## config.mk

```make
export PLATFORM = sky130hd
export DESIGN_NAME = control_unit_fsm
export DESIGN_NICKNAME = d
export VERILOG_FILES = /design/src/rtl/control_unit_fsm.sv
export SDC_FILE = /design/constraint.sdc
export NUM_CORES = 1
export LEC_CHECK = 0
export BUFFER_PORTS_ARGS = -buffer_cell sky130_fd_sc_hd__buf_2
export CORE_UTILIZATION = 25
export CTS_BUF_LIST = sky130_fd_sc_hd__clkbuf_16
export DETAILED_ROUTE_END_ITERATION = 16
export PLACE_DENSITY = 0.57
export SLEW_MARGIN = 20
export SYNTH_ARGS = -nofsm -noshare
export SYNTH_HDL_FRONTEND = slang
export SYNTH_SLANG_ARGS = --single-unit
```

## constraint.sdc

```tcl
create_clock -name clk -period 2.4 [get_ports clk]
set_input_delay 0.24 -clock clk [delete_from_list [all_inputs] [get_ports clk]]
set_output_delay 0.24 -clock clk [all_outputs]
set_load 0.01 [all_outputs]
```

## src/rtl/control_unit_fsm.sv

```systemverilog
// Multi-cycle RV32I control unit: fetch handshake, decode, ALU/memory/writeback strobes,
// branch resolution from ALU flags and a retired-instruction counter.
module control_unit_fsm #(
  parameter int unsigned COUNTER_WIDTH = 16,
  parameter bit          TRAP_HALT     = 1'b0
) (
  input  logic                     clk,
  input  logic                     reset_n,
  input  logic [31:0]              instruction,
  input  logic                     instrValid,
  output logic                     instrReady,
  input  logic                     aluZero,
  input  logic                     aluNegative,
  input  logic                     aluOverflow,
  input  logic                     aluCarry,
  output logic                     loadIR,
  output logic                     writeEnable_DataMemory,
  output logic                     writeEnable_Registers,
  output logic                     muxSelect_SumVsReadData,
  output logic                     muxSelect_ImmVsDataout2,
  output logic                     SumOrSub,
  output logic                     pcWrite,
  output logic                     pcSelectBranch,
  output logic                     illegalInstr,
  output logic [COUNTER_WIDTH-1:0] instrRetired
);

  typedef enum logic [2:0] {
    StFetch,
    StDecode,
    StExecute,
    StMemory,
    StWriteback,
    StBranch,
    StTrap
  } state_e;

  state_e                   state_q, state_d;
  logic [31:0]              ir_q, ir_d;
  logic [COUNTER_WIDTH-1:0] cnt_q, cnt_d;
  logic                     trap_seen_q, trap_seen_d;

  logic [6:0] opcode;
  logic [2:0] funct3;
  logic [6:0] funct7;
  logic [4:0] rd;
  logic       is_add, is_sub, is_addi, is_lw, is_sw, is_br, is_legal, is_arith;
  logic       br_taken;

  assign opcode = ir_q[6:0];
  assign funct3 = ir_q[14:12];
  assign funct7 = ir_q[31:25];
  assign rd     = ir_q[11:7];

  always_comb begin
    is_add  = (opcode == 7'b0110011) && (funct3 == 3'b000) && (funct7 == 7'b0000000);
    is_sub  = (opcode == 7'b0110011) && (funct3 == 3'b000) && (funct7 == 7'b0100000);
    is_addi = (opcode == 7'b0010011) && (funct3 == 3'b000);
    is_lw   = (opcode == 7'b0000011) && (funct3 == 3'b010);
    is_sw   = (opcode == 7'b0100011) && (funct3 == 3'b010);
    is_br   = (opcode == 7'b1100011) && (funct3 != 3'b010) && (funct3 != 3'b011);
    is_arith = is_add | is_sub | is_addi;
    is_legal = is_arith | is_lw | is_sw | is_br;
  end

  // aluCarry = 1 means rs1 >= rs2 unsigned; signed less-than is N xor V.
  always_comb begin
    br_taken = 1'b0;
    unique case (funct3)
      3'b000:  br_taken = aluZero;
      3'b001:  br_taken = ~aluZero;
      3'b100:  br_taken = aluNegative ^ aluOverflow;
      3'b101:  br_taken = ~(aluNegative ^ aluOverflow);
      3'b110:  br_taken = ~aluCarry;
      3'b111:  br_taken = aluCarry;
      default: br_taken = 1'b0;
    endcase
  end

  always_comb begin
    state_d = state_q;
    ir_d    = ir_q;
    unique case (state_q)
      StFetch: begin
        if (instrValid) begin
          ir_d    = instruction;
          state_d = StDecode;
        end
      end
      StDecode: begin
        if (is_br) begin
          state_d = StBranch;
        end else if (is_legal) begin
          state_d = StExecute;
        end else begin
          state_d = StTrap;
        end
      end
      StExecute:   state_d = (is_lw || is_sw) ? StMemory : StWriteback;
      StMemory:    state_d = is_lw ? StWriteback : StFetch;
      StWriteback: state_d = StFetch;
      StBranch:    state_d = StFetch;
      StTrap:      state_d = TRAP_HALT ? StTrap : StFetch;
      default:     state_d = StFetch;
    endcase
  end

  logic in_flight;
  logic in_datapath;
  logic pc_write;
  logic retire;

  always_comb begin
    in_flight   = (state_q != StFetch) && (state_q != StTrap);
    in_datapath = (state_q == StExecute) || (state_q == StMemory) || (state_q == StWriteback);
    pc_write    = (state_q == StWriteback) || ((state_q == StMemory) && is_sw) ||
                  (state_q == StBranch) || ((state_q == StTrap) && !trap_seen_q);
    retire      = pc_write && (state_q != StTrap);
    cnt_d       = cnt_q + COUNTER_WIDTH'(retire);
    // Only a halting trap needs to remember it has already issued its pcWrite.
    trap_seen_d = (state_q == StTrap) && TRAP_HALT;
  end

  always_ff @(posedge clk or negedge reset_n) begin
    if (!reset_n) begin
      state_q     <= StFetch;
      ir_q        <= 32'h0;
      cnt_q       <= '0;
      trap_seen_q <= 1'b0;
    end else begin
      state_q     <= state_d;
      ir_q        <= ir_d;
      cnt_q       <= cnt_d;
      trap_seen_q <= trap_seen_d;
    end
  end

  // Every strobe is masked by reset_n so an asserted reset silences the datapath at once.
  always_comb begin
    instrReady              = reset_n && (state_q == StFetch);
    loadIR                  = reset_n && (state_q == StFetch) && instrValid;
    writeEnable_DataMemory  = reset_n && (state_q == StMemory) && is_sw;
    writeEnable_Registers   = reset_n && (state_q == StWriteback) && (rd != 5'd0);
    muxSelect_SumVsReadData = reset_n && in_datapath && is_arith;
    muxSelect_ImmVsDataout2 = reset_n && in_flight && (is_add || is_sub || is_br);
    SumOrSub                = reset_n && in_flight && (is_sub || is_br);
    pcWrite                 = reset_n && pc_write;
    pcSelectBranch          = reset_n && (state_q == StBranch) && br_taken;
    illegalInstr            = reset_n && (state_q == StTrap);
    instrRetired            = reset_n ? cnt_q : '0;
  end

endmodule
```

**After elaboration in Yosys (flattened, before gate mapping)**

Cells that the tools add are included.

- Input bits: 39
- Register bits: 51

- Add/subtract/negate cells: 1
- Equal/unequal tests: 22
- Reduce and logical (&&, ||, !) cells: 41
- Bitwise gates (word level): 9
- Multiplexer cells: 8

Operators with widths:

| cell | number |
|---|---|
| logical AND 1 bit | 26 |
| equality test 3 bit, second input constant | 7 |
| equality test 7 x 6 -> 1 bit, second input constant | 3 |
| adder 16 x 1 -> 16 bit | 1 |
| two-way mux 16 bit | 1 |
| two-way mux 3 bit | 5 |
| one-hot mux 3 bit (4 select lines) | 1 |
| equality test 3 x 2 -> 1 bit, second input constant | 3 |
| logical OR 1 bit | 9 |
| equality test 7 x 2 -> 1 bit, second input constant | 1 |
| equality test 7 x 5 -> 1 bit, second input constant | 1 |
| equality test 7 bit, second input constant | 1 |
| logical NOT 7 bit | 1 |
| equality test 3 x 1 -> 1 bit, second input constant | 2 |
| logical NOT 3 bit | 2 |
| != test 3 x 2 -> 1 bit, second input constant | 2 |
| one-hot mux 1 bit (6 select lines) | 1 |
| bitwise OR 1 bit | 5 |
| nonzero test 5 bit | 1 |
| != test 3 bit, second input constant | 1 |
| NOT 1 bit | 3 |
| nonzero test 3 bit | 1 |
| != test 2 bit, second input constant | 1 |
| AND reduction 2 bit | 1 |
| bitwise XOR 1 bit | 1 |

**Logic depth before layout (Yosys ltp)**

- Word-level depth: 11
- Gate-level depth with buffers: 11

**Worst setup path before layout**

Ideal clock, no wire load.

- Path type: register to register
- Start: register ir_q[6]
- End: register cnt_q[15]
- Setup time: 123 ps
- Stages on the path, launching flop included: 11
- Data arrival time: 2315 ps
- Clock period less this slack: 2437 ps
- Slack: -37 ps
- Path through: dfrtp_1 > or4b_4 > nor4_4 > and3_1 > or2_1 > ha_1 > and3_1 > and3_1 > clkbuf_1 > nand4_1 > xnor2_1

- Longest elaborated chain between the ends: 8

Ends and longest elaborated chain:

| item | RTL line | text |
|---|---|---|
| start: declaration | 39 | `logic [31:0] ir_q, ir_d;` |
| start signal: assignment | 132 | `ir_q <= ir_d;` |
| equality test 7 x 6 -> 1 bit | 60 | `is_sw = (opcode == 7'b0100011) && (funct3 == 3'b010);` |
| logical AND 1 bit | 60 |  |
| logical AND 1 bit | 116 | `pc_write = (state_q == StWriteback) \|\| ((state_q == StMemory) && is_sw) \|\|` |
| logical OR 1 bit (2 in series) | 116 |  |
| logical OR 1 bit | 117 | `(state_q == StBranch) \|\| ((state_q == StTrap) && !trap_seen_q);` |
| logical AND 1 bit | 118 | `retire = pc_write && (state_q != StTrap);` |
| adder 16 x 1 -> 16 bit | 119 | `cnt_d = cnt_q + COUNTER_WIDTH'(retire);` |
| net cnt_d[15] | 40 | `logic [COUNTER_WIDTH-1:0] cnt_q, cnt_d;` |
| end signal: assignment | 133 | `cnt_q <= cnt_d;` |
| end: declaration | 40 |  |

The timed path passes the listed nets, and every way through them passes these cells.
A chain may end at the register's enable or synchronous reset.

**Final worst setup path**

Same ends and word-level chain as after synthesis.

==> run metrics <==
layout cells sized above 1 0.435; Root Driver clkbuf_16; DRC viols 0; Ant. Diodes 0; most used cell, CP and3_4; syn_nets 228; Max Clk Rate about 0.43 GHz; core area 7890 µm²; mapped cell area 2090 µm²; sequential area share after synthesis 0.491; Vias roughly 1600; Post-synth ARST share 1.00; count leader, synth dfrtp_1; worst-path maximum fanout 5; Total Nets Final 300; first-pass GRT wire length 7700 µm; all-layer global routing usage 0.116; row count 32; critical path's slowest cell or4b_4; deepest clock path buffer count 2; reg2reg start ir_q[6]; Setup crit end kind flop; endpoints failing setup 0; RSZ-0062 raised after global routing true; relative slew slack 0.717; post-route ant nets 0; Synth Area in Compound Gates 0.0593; CTS clk-pin slew, worst paths 0.06 ns; H-tree levels 2; synth warn 0; maximum vdd ir drop 0.000347 V; Starting Density 0.265; Worst Path Arrival approximately 2.5 ns; Worst Setup Start Kind flop; Final Non-Filler Cells 362; critical path, cell by cell or4b_4 -> nor4_4 -> and3_4 -> or2_4 -> ha_4 -> and3_4 -> and3_4 -> nand4_1 -> xnor2_1; Worst Setup SP ir_q[6]; critical path required time 2.57 ns; max incr delay on CP 0.56 ns; chip height 93.4 µm; final worst setup slack approximately 0.054 ns; Final Max Tran Viols 0; count of different cell masters after synthesis 39; area grow syn2layout 34.6%; pre-CTS setup slack -0.0245 ns; Pwr Density 974 nW/µm²; clock sink total 41; critical path class reg2reg; Post-Synth XOR/XNOR Area 0.0629; final period demand of the worst path 2.35 ns; Slew @ Worst Pin 0.424 ns; initial antenna violation count 0; Post-synth EDFFs 0; Max-Cap Viols 0; Leakage Power 1.29 nW; total power around 2.7 mW; Synth area leaders dfrtp_1, mux2_2, and2_1; clock skew 0.00442 ns; Final Instance Area 2810 µm²; die area 8730 µm²; cell family with most CP delay simple AND/OR/NAND/NOR gates; drt via density ~4.5; DR pass1 iterations 4; Hold Slack around 0.17 ns; Syn Area/Cell about 11 µm²; ys flop type dfrtp_1; top cells by instance count after synthesis dfrtp_1, and2_1, mux2_2, xnor2_1, nand2_1; Post-Place Cell Area about 2600 µm²; area share of the largest cell type after synthesis 0.491; largest net degree at the start of global routing 28; Detailed Route WL 4510 µm; Routed WL per cell 12.5 µm; cell taking the most area after synthesis dfrtp_1; multiplexer share of the synthesized area 0.107; Die W 93.4 µm; GP Congestion 0.773; WP buf/inv 0; Synth Area in Adders 0.0120; TritonCTS clock tree built; vias in the first global route about 1600; Hold/Removal Path Class in2reg; Final Hold Fails 0; DR iter-0 viols 32; Gate Count Post-Synth ~190; Clock Latency Late Sink between 0.2 and 0.3 ns; flop and latch count out of synthesis 41; placed cell count 351; Final HPWL DP between 3000 and 4000 µm; Simple-Gate Fraction of Synth Area 0.240; min-delay src instruction[5]; CTS buffer count 5; largest family of logic cells by synthesized area simple AND/OR/NAND/NOR gates; Tcrit/Tclk final 0.977; status complete, no violations; Top Ports 65; Port Buf Inserts 54; GRT Residual Overflow 0
power breakdown:
part	switching [mW]	total (mW)	internal (mW)	leakage [nW]
clock	0.277	0.658	0.381	0.0696
combinational	0.434	0.948	0.514	0.711
sequential	0.188	1.13	0.943	0.513
total	0.898	2.74	1.84	1.29
layout by cell type (no fill, tap or decap), types with 4 or more instances in the layout:
master / instances
a21oi_1: 4
clkbuf_16: 5
nor3_1: 6
nand2_1: 10
or4_1: 4
mux2_2: 17
buf_2: 54
inv_1: 5
nand2b_1: 4
nand4_1: 4
nand3_1: 7
o21ai_0: 5
xnor2_1: 11
nor2_1: 5
and2_1: 18
dfrtp_1: 41
buf_4: 18
repair_timing:
item	CTS	global route
hold buffers	1	0
endpoints found under the setup margin	5	11
pin swaps	1	3
resized for setup	3	13
hold endpoints to repair	12	0
setup buffers	0	2
flip-flops by register name, indices dropped and copies added, names as in the netlist:
name,flops
ir_q,22
cnt_q,16
state_q,3
worst register-to-register path, stage by stage (launching register included):
cell     delay (ns)
dfrtp_1        0.38
or4b_4         0.56
nor4_4         0.16
and3_4         0.22
or2_4          0.11
ha_4           0.14
and3_4         0.19
and3_4         0.21
nand4_1        0.12
xnor2_1        0.14
stage by stage:
step	util	setup TNS (ns)
6_report	0.356	0
5_1_grt	0.356	-0.256
4_1_cts	0.345	0
3_5_place_dp	0.326	-0.0246
3_3_place_gp	0.326	0
2_1_floorplan	-	0
layout make-up:
cell class	instances	area, µm²
Multi-Input combinational cell	133	1080
Sequential cell	41	1030
Clock buffer	5	125
Clock inverter	3	17.5
Fill cell	809	5080
Inverter	5	18.8
Tap cell	102	128
Timing Repair Buffer	73	415
layer usage:
| layer | vias up | GRT usage | share of wire |
|---|---|---|---|
| met5 | - | 0 | 0 |
| met4 | 0 | 0.0474 | 0.017 |
| met3 | 6 | 0.0350 | 0.048 |
| met2 | 38 | 0.173 | 0.46 |
| met1 | 798 | 0.157 | 0.47 |
| li1 | 804 | - | - |
final timing paths:
check | endpoint | slack, ns | cells after the start
setup / recovery | cnt_q[15] | 0.05 | 9
hold reg to reg | cnt_q[15] | 0.46 | 1
setup reg to reg | cnt_q[15] | 0.05 | 9
max in group asynchronous | ir_q[11] | 1.21 | 4
hold / removal | ir_q[5] | 0.17 | 3
min in group asynchronous | cnt_q[13] | 0.42 | 2
cell families (layout without fill, tap and decap cells):
logic type / count (synthesis) / after routing
and+or+nand+nor: 78 / 78
DFF: 41 / 41
muxes: 20 / 20
AOI/OAI and AO/OA: 18 / 18
xor gates and xnor gates: 15 / 15
buffers and inverters: 13 / 86
adders and majority gates: 2 / 2
Power figures use the tool's default switching activity.
